**src/rtl/game_pkg.sv**
```systemverilog
// +----------------------------------------------------------------------------+
// | Module   : game_pkg                                                        |
// | Desc     : Shared player state type, default constants and sizing helper.  |
// | Revision : 1.0                                                             |
// +----------------------------------------------------------------------------+
`default_nettype none

package game_pkg;

    typedef enum logic [1:0] {
        ALIVE  = 2'd0,
        INVULN = 2'd1,
        DEAD   = 2'd2
    } player_state_t;

    localparam int c_MAX_HEALTH_DEFAULT    = 3;
    localparam int c_INVULN_FRAMES_DEFAULT = 60;
    localparam int c_BLINK_BIT_DEFAULT     = 2;

    // Timer must hold INVULN_FRAMES-1 and also expose the blink bit.
    function automatic int timer_width(input int frames, input int blink_bit);
        int w;
        w = $clog2(frames);
        if (w < 1)
            w = 1;
        if (w < blink_bit + 1)
            w = blink_bit + 1;
        return w;
    endfunction

endpackage

`default_nettype wire

```
**src/rtl/box_overlap.sv**
```systemverilog
// +----------------------------------------------------------------------------+
// | Module   : box_overlap                                                     |
// | Desc     : Combinational centre/half-size box intersection test.           |
// | Revision : 1.0                                                             |
// +----------------------------------------------------------------------------+
`default_nettype none

module box_overlap #(
    parameter int W = 10
) (
    input  logic         i_enable,
    input  logic [W-1:0] i_ax,
    input  logic [W-1:0] i_ay,
    input  logic [W-1:0] i_as,
    input  logic [W-1:0] i_bx,
    input  logic [W-1:0] i_by,
    input  logic [W-1:0] i_bs,
    output logic         o_overlap
);

    logic [W:0] w_ax, w_ay, w_as, w_bx, w_by, w_bs;
    logic [W:0] w_dx, w_dy, w_sum;

    // One extra bit so the size sum cannot wrap and the difference stays exact.
    assign w_ax  = {1'b0, i_ax};
    assign w_ay  = {1'b0, i_ay};
    assign w_as  = {1'b0, i_as};
    assign w_bx  = {1'b0, i_bx};
    assign w_by  = {1'b0, i_by};
    assign w_bs  = {1'b0, i_bs};

    assign w_dx  = (w_ax >= w_bx) ? (w_ax - w_bx) : (w_bx - w_ax);
    assign w_dy  = (w_ay >= w_by) ? (w_ay - w_by) : (w_by - w_ay);
    assign w_sum = w_as + w_bs;

    // Strict compare: boxes whose edges just touch do not collide.
    assign o_overlap = i_enable && (w_dx < w_sum) && (w_dy < w_sum);

endmodule

`default_nettype wire

```
**src/rtl/player_damage.sv**
```systemverilog
// +----------------------------------------------------------------------------+
// | Module   : player_damage                                                   |
// | Desc     : Bullet hit responder with health, invulnerability and death.    |
// | Revision : 1.0                                                             |
// +----------------------------------------------------------------------------+
`default_nettype none

module player_damage
    import game_pkg::*;
#(
    parameter int MAX_HEALTH    = c_MAX_HEALTH_DEFAULT,
    parameter int INVULN_FRAMES = c_INVULN_FRAMES_DEFAULT,
    parameter int BLINK_BIT     = c_BLINK_BIT_DEFAULT
) (
    input  logic       frame_clk,
    input  logic       Reset_n,
    input  logic       round_start,
    input  logic [9:0] BallX,
    input  logic [9:0] BallY,
    input  logic [9:0] BallS,
    input  logic [9:0] BulletX,
    input  logic [9:0] BulletY,
    input  logic [9:0] BulletS,
    input  logic       bullet_on,
    output logic       player_hit,
    output logic [2:0] health,
    output logic       invuln,
    output logic       visible,
    output logic       player_dead
);

    localparam int         c_TW          = timer_width(INVULN_FRAMES, BLINK_BIT);
    localparam logic [2:0] c_HEALTH_FULL = 3'(MAX_HEALTH);
    localparam logic [c_TW-1:0] c_TIMER_LOAD = c_TW'(INVULN_FRAMES - 1);

    player_state_t   r_state, w_state_nxt;
    logic [2:0]      r_health, w_health_nxt;
    logic [c_TW-1:0] r_timer, w_timer_nxt;
    logic            r_hit, w_hit_nxt;
    logic            w_overlap;
    logic            w_hit_ok;

    box_overlap #(
        .W (10)
    ) u_box_overlap (
        .i_enable  (bullet_on),
        .i_ax      (BallX),
        .i_ay      (BallY),
        .i_as      (BallS),
        .i_bx      (BulletX),
        .i_by      (BulletY),
        .i_bs      (BulletS),
        .o_overlap (w_overlap)
    );

    // Blocking a repeat pulse covers the frame the bullet needs to despawn.
    assign w_hit_ok = w_overlap && (r_state != DEAD) && !r_hit;

    always_ff @(posedge frame_clk or negedge Reset_n) begin
        if (!Reset_n) begin
            r_state  <= ALIVE;
            r_health <= c_HEALTH_FULL;
            r_timer  <= '0;
            r_hit    <= 1'b0;
        end else begin
            r_state  <= w_state_nxt;
            r_health <= w_health_nxt;
            r_timer  <= w_timer_nxt;
            r_hit    <= w_hit_nxt;
        end
    end

    always_comb begin
        w_state_nxt  = r_state;
        w_health_nxt = r_health;
        w_timer_nxt  = r_timer;
        w_hit_nxt    = w_hit_ok;

        if (round_start) begin
            w_state_nxt  = ALIVE;
            w_health_nxt = c_HEALTH_FULL;
            w_timer_nxt  = '0;
            w_hit_nxt    = 1'b0;
        end else begin
            case (r_state)
                ALIVE: begin
                    if (w_hit_ok) begin
                        if (r_health <= 3'd1) begin
                            w_state_nxt  = DEAD;
                            w_health_nxt = 3'd0;
                        end else begin
                            w_state_nxt  = INVULN;
                            w_health_nxt = r_health - 3'd1;
                            w_timer_nxt  = c_TIMER_LOAD;
                        end
                    end
                end
                INVULN: begin
                    // Hits here are absorbed: pulse only, no damage, no reload.
                    if (r_timer == '0)
                        w_state_nxt = ALIVE;
                    else
                        w_timer_nxt = r_timer - 1'b1;
                end
                DEAD: begin
                    w_state_nxt = DEAD;
                end
                default: begin
                    w_state_nxt = ALIVE;
                end
            endcase
        end
    end

    assign player_hit  = r_hit;
    assign health      = r_health;
    assign invuln      = (r_state == INVULN);
    assign player_dead = (r_state == DEAD);

    always_comb begin
        visible = 1'b1;
        case (r_state)
            ALIVE:   visible = 1'b1;
            INVULN:  visible = ~r_timer[BLINK_BIT];
            DEAD:    visible = 1'b0;
            default: visible = 1'b1;
        endcase
    end

endmodule

`default_nettype wire

```
**config.mk**
```make
export PLATFORM = sky130hd
export DESIGN_NAME = player_damage
export DESIGN_NICKNAME = d
export VERILOG_FILES = /design/src/rtl/game_pkg.sv /design/src/rtl/box_overlap.sv /design/src/rtl/player_damage.sv
export SDC_FILE = /design/constraint.sdc
export NUM_CORES = 1
export LEC_CHECK = 0
export BUFFER_PORTS_ARGS = -buffer_cell sky130_fd_sc_hd__buf_2
export CORE_MARGIN = 8
export CORE_UTILIZATION = 45
export CTS_BUF_LIST = sky130_fd_sc_hd__clkbuf_2 sky130_fd_sc_hd__clkbuf_4 sky130_fd_sc_hd__clkbuf_8
export DETAILED_ROUTE_END_ITERATION = 6
export PLACE_DENSITY = 0.67
export SLEW_MARGIN = 20
export SYNTH_ARGS = -nofsm -noshare
export SYNTH_HDL_FRONTEND = slang
export SYNTH_SLANG_ARGS = --single-unit
```
**constraint.sdc**
```tcl
create_clock -name frame_clk -period 3.75 [get_ports frame_clk]
set_input_delay 0.1875 -clock frame_clk [delete_from_list [all_inputs] [get_ports frame_clk]]
set_output_delay 0.1875 -clock frame_clk [all_outputs]
set_load 0.03 [all_outputs]
```
==> metrics.txt <==
clock root buffer clkbuf_8; Die Ht 103.0 µm; Internal 0.7352 mW; Clk network pwr share between 10% and 20%; via count 3,540; final wirelength 9.088 mm; CTS Buf Count 3; Yosys top cell by area ha_1; Final min period 3562 ps; Seq/Total Area, Yosys 8.887%; Final Max Slew Viols 0; Synth area leaders ha_1 (27%), dfrtp_1 (7.3%), inv_1 (7.3%); clock skew 1.200 ps; Rel. slew slack 71.55%; Net Switching 0.5927 mW; reg-to-reg endpoint health[1]$_DFFE_PN1P_; clk slew on worst S/H paths 50 ps; Post-synth ARST share 100.0%; Mapped Nets around 590; hold path cells 2; Global Route Usage Sum 17.02%; FF-to-FF Start r_state[0]$_DFFE_PN0P_; core area 0.007292 mm²; I/O Buffers 70; Synth top area share 26.81%; Worst setup endpoint health[1]$_DFFE_PN1P_; layout cells sized above 1 a little under a third; syn avg cell area 7.691 µm²; I/O Pins 71; YS warnings 0; Power Total roughly 1.3 mW; worst hold slack 267.6 ps; synth unique cells 64; global-route wire length before repair 15.10 mm; Mapped Cells 443; switching share of power ~45%; Sequential Power Share 15.3%; r2r setup slk between 1500 and 2000 ps; arrival time worst endpoint 3730 ps; GP Congestion 0.8762; Die Width 103.0 µm; Setup crit start kind input port; Post-Place Worst Slack -272.3 ps; top post-synthesis cells by count ha_1 (73), inv_1 (66), nor2_1 (33), a21oi_1 (31), o21ai_0 (28); count leader, synth ha_1; cells on worst reg2reg path 6; Max Buffers Root-to-Sink 2; Clock Sinks 12; final setup vio count 0; cell row count 31; H-tree lvl count 1; remaining global-route overflow 0; Final ANT Viol Nets 0; PwrDens ~300 mW/mm²; status completed; Initial Util 46.72%; TritonCTS clock tree built; post-DP HPWL 7.798 mm; DRT iter0 DRCs roughly 120; WP data required 3920 ps; Worst setup startpoint BallX[1]; Fmax achieved ~280 MHz; area grow syn2layout 32.76%; max-cap check violation count 0; worst vdd ir 0.0003102 V; Clock Latency Late Sink roughly 250 ps; ANT cells 0; wire per inst 13.48 µm; Setup Crit Path Kind in -> reg; DIE AREA 0.01061 mm²; ys flop type dfrtp_1; Worst Setup End Kind register; Mapped Area between 0.003 and 0.004 mm²; initial antenna violation count 0; Post-synth EDFFs 0; Pre-antenna DRT Iters 4; vias in the first global route 3,518; vias per cell 5.252; Static Leak roughly 2.5 nW; largest net degree at the start of global routing 14; Hold Path Class in -> reg; Worst Path Max Fanout 5; DRC errors left 0; final hold violation count 0; fin nets 718; Comb power frac 73.9%; Finished Core Util 62.03%; Worst-Margin Slew around 420 ps; unrepaired setup endpoints after global routing true; period utilisation layout between 90% and 100%; fin worst setup slack roughly 190 ps; post-synthesis register bit count 12
[state kept, by name, indices dropped and copies added, names as in the netlist]
register and flops:
r_timer 6, health 3, r_state 2, player_hit 1
[placed cells by master (no fill, tap or decap), types with 3 or more instances in the layout]
master,n
nor3_1,6
xor2_1,13
xnor2_1,10
nor2b_1,4
nand2_1,27
o21ai_0,26
fa_1,5
mux2i_1,10
a21boi_0,3
o31a_1,3
o22ai_1,3
nand4_1,8
o211ai_1,3
nand2b_1,5
inv_1,65
a21oi_1,26
buf_6,3
clkbuf_8,4
a21o_1,18
o21ai_1,4
a211o_1,3
ha_1,70
a31oi_1,3
o21a_1,10
a221oi_1,3
a21oi_2,5
dfrtp_1,10
nor2_1,33
a221o_1,3
buf_2,67
buf_4,69
[worst max-delay path, cell delays in order]
cell      delay, ps
buf_6           100
inv_4            50
ha_4            190
nor2b_4         120
o31a_1          260
o31a_1          290
or4b_1          490
a211oi_2        240
o21ai_1          90
o21ai_1          90
ha_1            260
a221o_1         360
nor3_4          200
nand3_2         150
or4b_4          510
a32oi_2         160
[through the flow]
step                TNS, ps  cell area [µm²]  cells
floorplan                 0             3407    443
global placement     -579.0             4277    661
detailed placement    -1197             4277    661
CTS                       0             4418    669
global route              0             4523    674
finish                    0             4523    674
[what timing repair did]
item,CTS,global route
gates resized for setup,10,18
hold buffers,1,0
setup buffers,3,5
pin swaps,11,16
hold endpoints to repair,10,0
setup endpoints to repair,1,7
[cell type report]
cell class | instances | area [µm²]
multi-input cells | 353 | 2894
fillers | 708 | 2769
repair buffers | 140 | 897.1
flip-flops and latches | 12 | 302.8
inverters | 66 | 250.2
well taps | 99 | 123.9
clock buffers | 4 | 55.05
[layer usage]
layer | vias to the layer above | GRT usage, % | share of wire [%]
met3 | 5 | 1.756 | 5.3
li1 | 1840 | - | -
met1 | 1621 | 21.85 | 46
met2 | 74 | 30.17 | 48
met5 | - | 0 | 0
met4 | 0 | 2.781 | 0.46
[worst min path at each step]
stage,startpoint,end
after floorplan,Reset_n,health[2]$_DFFE_PN0P_
after global placement,Reset_n,health[2]$_DFFE_PN0P_
after detailed placement,Reset_n,health[2]$_DFFE_PN0P_
after CTS,round_start,r_state[0]$_DFFE_PN0P_
after global routing,round_start,r_state[0]$_DFFE_PN0P_
final,round_start,r_state[0]$_DFFE_PN0P_
[power groups by stage]
stage,sequential [mW],combinational (mW),clock (mW)
after CTS,0.203,0.946,0.146
after global routing,0.209,1.10,0.152
after detailed placement,0.205,0.921,0
after global placement,0.204,0.894,0
final,0.204,0.981,0.144
after floorplan,0.202,0.628,0
[cells by family (layout without fill, tap and decap cells)]
logic type               after synthesis  after routing  share of synthesized area, %
multiplexers                          12             12                         3.709
AO/OA/AOI/OAI                        133            133                         26.22
adder cells (fa/ha/maj)               78             78                         29.75
flip-flops                            12             12                         8.887
buffers and inverters                 78            210                         9.108
AND/OR/NAND/NOR                      107            107                         16.42
XOR/XNOR                              23             23                         5.913
Power figures use the tool's default switching activity.
